===== src/rtl/fetch_sequencer.sv =====
// Instruction fetch sequencer: owns the PC, issues single-cycle ROM reads,
// waits out the ROM latency and latches the returned word into Inst_code.
module fetch_sequencer #(
    parameter int unsigned         ADDR_W   = 8,
    parameter int unsigned         MEM_LAT  = 1,
    parameter int unsigned         RUN_DIV  = 4,
    parameter logic [ADDR_W-1:0]   PC_LIMIT = 8'hFC
) (
    input  logic              Clk,
    input  logic              Rst,
    input  logic              Step,
    input  logic              Run,
    input  logic              Jump_en,
    input  logic [ADDR_W-1:0] Jump_addr,
    output logic              Mem_en,
    output logic [ADDR_W-3:0] Mem_addr,
    input  logic [31:0]       Mem_data,
    output logic [ADDR_W-1:0] PC,
    output logic [ADDR_W-1:0] Inst_addr,
    output logic [31:0]       Inst_code,
    output logic              Inst_valid,
    output logic              Busy,
    output logic              Halted
);

    localparam int unsigned RCW = $clog2(RUN_DIV + 1);

    typedef enum logic [1:0] {
        IDLE  = 2'd0,
        ISSUE = 2'd1,
        WAIT  = 2'd2,
        HALT  = 2'd3
    } state_t;

    state_t           state;
    logic [RCW-1:0]   run_cnt;
    logic [2:0]       wait_cnt;
    logic             run_tick;
    logic             trigger;
    logic             jump_ok;
    logic [ADDR_W-1:0] jump_pc;

    assign Mem_addr = PC[ADDR_W-1:2];
    assign run_tick = Run && (run_cnt == RCW'(RUN_DIV - 1));
    assign trigger  = Step || run_tick;
    assign jump_ok  = Jump_en && (state == IDLE || state == HALT);
    assign jump_pc  = {Jump_addr[ADDR_W-1:2], 2'b00};

    always_ff @(posedge Clk) begin
        if (Rst) begin
            state      <= IDLE;
            PC         <= '0;
            Inst_addr  <= '0;
            Inst_code  <= '0;
            Inst_valid <= 1'b0;
            Mem_en     <= 1'b0;
            Busy       <= 1'b0;
            Halted     <= 1'b0;
            run_cnt    <= '0;
            wait_cnt   <= '0;
        end else begin
            Mem_en     <= 1'b0;
            Inst_valid <= 1'b0;

            // The run counter keeps counting while a fetch is in flight so the
            // run-mode cadence stays exactly RUN_DIV cycles.
            if (!Run || state == HALT || jump_ok)
                run_cnt <= '0;
            else if (run_cnt == RCW'(RUN_DIV - 1))
                run_cnt <= '0;
            else
                run_cnt <= run_cnt + 1'b1;

            case (state)
                IDLE: begin
                    if (Jump_en) begin
                        PC <= jump_pc;
                    end else if (trigger) begin
                        state  <= ISSUE;
                        Mem_en <= 1'b1;
                        Busy   <= 1'b1;
                    end
                end
                ISSUE: begin
                    state    <= WAIT;
                    wait_cnt <= 3'(MEM_LAT);
                end
                WAIT: begin
                    if (wait_cnt == 3'd1) begin
                        Inst_code  <= Mem_data;
                        Inst_addr  <= PC;
                        Inst_valid <= 1'b1;
                        Busy       <= 1'b0;
                        if (PC == PC_LIMIT) begin
                            state  <= HALT;
                            Halted <= 1'b1;
                        end else begin
                            PC    <= PC + ADDR_W'(4);
                            state <= IDLE;
                        end
                    end else begin
                        wait_cnt <= wait_cnt - 3'd1;
                    end
                end
                HALT: begin
                    if (Jump_en) begin
                        PC     <= jump_pc;
                        Halted <= 1'b0;
                        state  <= IDLE;
                    end
                end
                default: state <= IDLE;
            endcase
        end
    end

endmodule


===== config.mk =====
export PLATFORM = sky130hd
export DESIGN_NAME = fetch_sequencer
export DESIGN_NICKNAME = d
export VERILOG_FILES = /design/src/rtl/fetch_sequencer.sv
export SDC_FILE = /design/constraint.sdc
export NUM_CORES = 1
export LEC_CHECK = 0
export CORE_MARGIN = 10
export CORE_UTILIZATION = 36
export DETAILED_ROUTE_END_ITERATION = 16
export PLACE_DENSITY = 0.72
export SYNTH_ARGS = -nofsm -noshare
export SYNTH_HDL_FRONTEND = slang
export SYNTH_SLANG_ARGS = --single-unit

===== constraint.sdc =====
create_clock -name Clk -period 1.7 [get_ports Clk]
set_input_delay 0.34 -clock Clk [delete_from_list [all_inputs] [get_ports Clk]]
set_output_delay 0.34 -clock Clk [all_outputs]
set_load 0.005 [all_outputs]

==> flow_metrics.py <==
metrics = {
    "run_status": {
        "status": "completed",
    },
    "power_and_ir_drop": {
        "leakagePower_nw": 1.28,
        "power_mw": 3.60,
        "ir_worst_vdd_mv": 0.572,
        "power_density_nw_per_um2": 999,
    },
    "finish": {
        "syn_to_final_growth_pct": 48.8,
        "layout.cells.non_filler": 470,
        "drive_gt1_frac": 0.115,
        "postLayoutCellArea_um2": 3600,
        "diodes": 0,
        "fin_nets": 446,
    },
    "timing": {
        "setup_viol": 0,
        "holdWs_ps": 430,
        "period_share": 0.963,
        "rsz0062_at_grt": "no",
        "finalMaxSlewViolations": 0,
        "fmax_mhz": 611,
        "period_needed_ps": 1640,
        "setup_slack_ps": 63.1,
        "fin_skew_ps": 7.61,
        "hold_violations": 0,
    },
    "yosys": {
        "synth_cells": 295,
        "ys_seq_area_frac": 0.463,
        "yosysMostFrequentCell": "nand2_1",
        "syn_area_um2": 2420,
        "synth_edf_count": 0,
        "yosys_warnings": 0,
        "synth_seq_cells": 56,
        "yosys.area.top_type": "dfxtp_1",
        "ys.flop_type": "dfxtp_1",
        "netlist-cell-type-count": 43,
        "synth_common_cells": "84 x nand2_1, 56 x dfxtp_1, 48 x a21oi_1",
        "syn_avg_cell_area_um2": 8.21,
        "yosys-top-cells-area": "dfxtp_1 46%, nand2_1 13%, a21oi_1 9.9%, ha_1 4.7%, buf_4 3.1%",
        "postSynth.asyncResetShare": 0,
        "synth_top_area_frac": 0.463,
    },
    "route": {
        "wl_um": 6870,
        "drt-pass1-iter-count": 4,
        "routed_via_density": 4.83,
        "drt_iter0_drc": 68,
        "wl_per_cell_um": 14.6,
        "drtAntennaViolNets": 0,
        "drc_errors": 0,
        "vias": 2272,
    },
    "die": {
        "num_rows": 29,
        "core_um2": 6460,
        "dieWidth_um": 102,
        "ios": 103,
        "die_area_um2": 10400,
        "fp.dieH_um": 102,
        "initial_core_util": 0.375,
    },
    "cts": {
        "cts_buffers": 5,
        "h-tree-depth": 2,
        "clock-sinks": 56,
        "tritoncts": "built",
        "cts.reportedPaths.clkPinSlew_ps": 90,
        "clk_root_buffer_cell": "clkbuf_8",
        "cts_setup_buffers": 0,
        "hold_buffers": 0,
        "clockBufferDepth": 2,
        "insertion_delay_ps": 310,
    },
    "worst_setup_path": {
        "worstPathMaxFanout": 4,
        "r2r_cells": 7,
        "cp.required_ps": 1360,
        "critPathBufInv": 1,
        "cp-end-kind": "output port",
        "critPathArrivalTime_ps": 1300,
        "rr_startpoint": "state[1]$_SDFFE_PP0P_",
        "path_cells": "clkdlybuf4s50_1",
        "slowest_stage": "clkdlybuf4s50_1",
        "start_kind": "flop",
        "criticalPathCategory": "flop to output port",
        "r2r-end": "PC[4]$_SDFFE_PP0P_",
        "ff2ff_setup_slack_ps": 100,
        "cpPeakStageDelay_ps": 570,
        "crit_family": "buffers and inverters",
    },
    "global_route": {
        "first_global_vias": 2146,
        "grt.total_usage": 0.129,
        "grt_antenna_before_repair": 0,
        "grt_max_degree": 38,
        "grt_pass1_wl_um": 10900,
        "grt_overflow": 0,
    },
    "hold_path": {
        "hold_end": "run_cnt[0]$_SDFF_PP0_",
        "hold_depth": 1,
        "holdCritStartpoint": "run_cnt[0]$_SDFF_PP0_",
        "hold_class": "flop to flop",
    },
    "placed_design": {
        "preCtsSetupSlack_ps": -98.0,
        "gp_routability_congestion": 0.789,
        "placed_cell_area_um2": 3490,
        "port_buffers": 96,
        "post-place-cells": 462,
        "dp_hpwl_um": 5250,
    },
    "flow_run": {
        "cap_viol_max_count": 0,
    },
}
-- final cells by class --
type	instances	area [µm²]
fill	592	2860
multi-input combinational	203	1130
sequential	56	1120
timing repair buffer	115	1120
tap	77	96.3
clock buffer	7	86.3
inverter	11	41.3
clock inverter	1	7.51
-- what timing repair did --
item	in CTS	in global routing
hold endpoints to repair	0	0
setup endpoints to repair	26	46
resized for setup	2	7
-- flip-flops by register name, summed over array words and instances, names as in the netlist --
| register | flops |
|---|---|
| Busy | 1 |
| Halted | 1 |
| Inst_addr | 6 |
| Inst_code | 32 |
| Inst_valid | 1 |
| Mem_en | 1 |
| PC | 6 |
| run_cnt | 3 |
| state | 2 |
| wait_cnt | 3 |
-- routing by layer --
layer,vias up,track usage,part of all wire
met5,-,0,0
met4,0,0.0293,0.0074
met3,5,0.0351,0.061
met2,56,0.222,0.50
met1,1046,0.158,0.44
li1,1165,-,-
-- cells by family (layout without fill, tap and decap cells) --
kind of cell    count (synthesis)  after routing  share of synthesized area
other cells                     1              4                    0.00155
compound gates                 70             70                      0.175
mux                             3              3                     0.0129
simple gates                  117            117                      0.218
buf+inv                        39            134                     0.0837
flops                          56             56                      0.463
fa+ha+maj                       9              9                     0.0465
-- through the flow --
stage                util  setup TNS [ps]
floorplan               -               0
global placement    0.540           -1360
detailed placement  0.540           -1730
CTS                 0.556               0
global route        0.558               0
finish              0.558               0
-- report_power, final --
| group | total (mW) | internal (mW) | switching, mW | leakage [nW] |
|---|---|---|---|---|
| clock | 0.764 | 0.332 | 0.432 | 0.0445 |
| combinational | 1.30 | 0.712 | 0.583 | 0.777 |
| sequential | 1.54 | 1.43 | 0.106 | 0.454 |
| total | 3.60 | 2.48 | 1.12 | 1.28 |
-- layout by cell type (no fill, tap or decap), types with 4 or more instances in the layout --
| cell | n |
|---|---|
| nand3_1 | 4 |
| clkbuf_8 | 6 |
| nand2b_1 | 5 |
| ha_1 | 7 |
| nor2_1 | 8 |
| nand2_1 | 84 |
| conb_1 | 4 |
| a21oi_1 | 47 |
| inv_1 | 10 |
| o21ai_0 | 4 |
| buf_4 | 17 |
| clkdlybuf4s50_1 | 95 |
| dfxtp_1 | 53 |
-- worst reg2reg max path, stage by stage, from the launching register on --
cell and delay (ps):
dfxtp_1 390, inv_2 80, ha_4 280, nand2b_1 140
a22oi_2 60, buf_4 170, and2_4 190, a32o_1 210
-- worst max-delay path by stage --
stage          cells past startpoint                          to  slack, ps                  start
2_1_floorplan                      8           Busy$_SDFFE_PP0P_          7  state[0]$_SDFFE_PP0P_
3_3_place_gp                       6   Inst_code[5]$_SDFFE_PP0P_        -70  state[0]$_SDFFE_PP0P_
3_5_place_dp                       6  Inst_code[21]$_SDFFE_PP0P_       -100  state[0]$_SDFFE_PP0P_
4_1_cts                            1                       PC[4]          4     PC[4]$_SDFFE_PP0P_
5_1_grt                            7          PC[7]$_SDFFE_PP0P_        0.8  state[1]$_SDFFE_PP0P_
6_report                           1                       PC[7]         60     PC[7]$_SDFFE_PP0P_
Power figures use the tool's default switching activity.
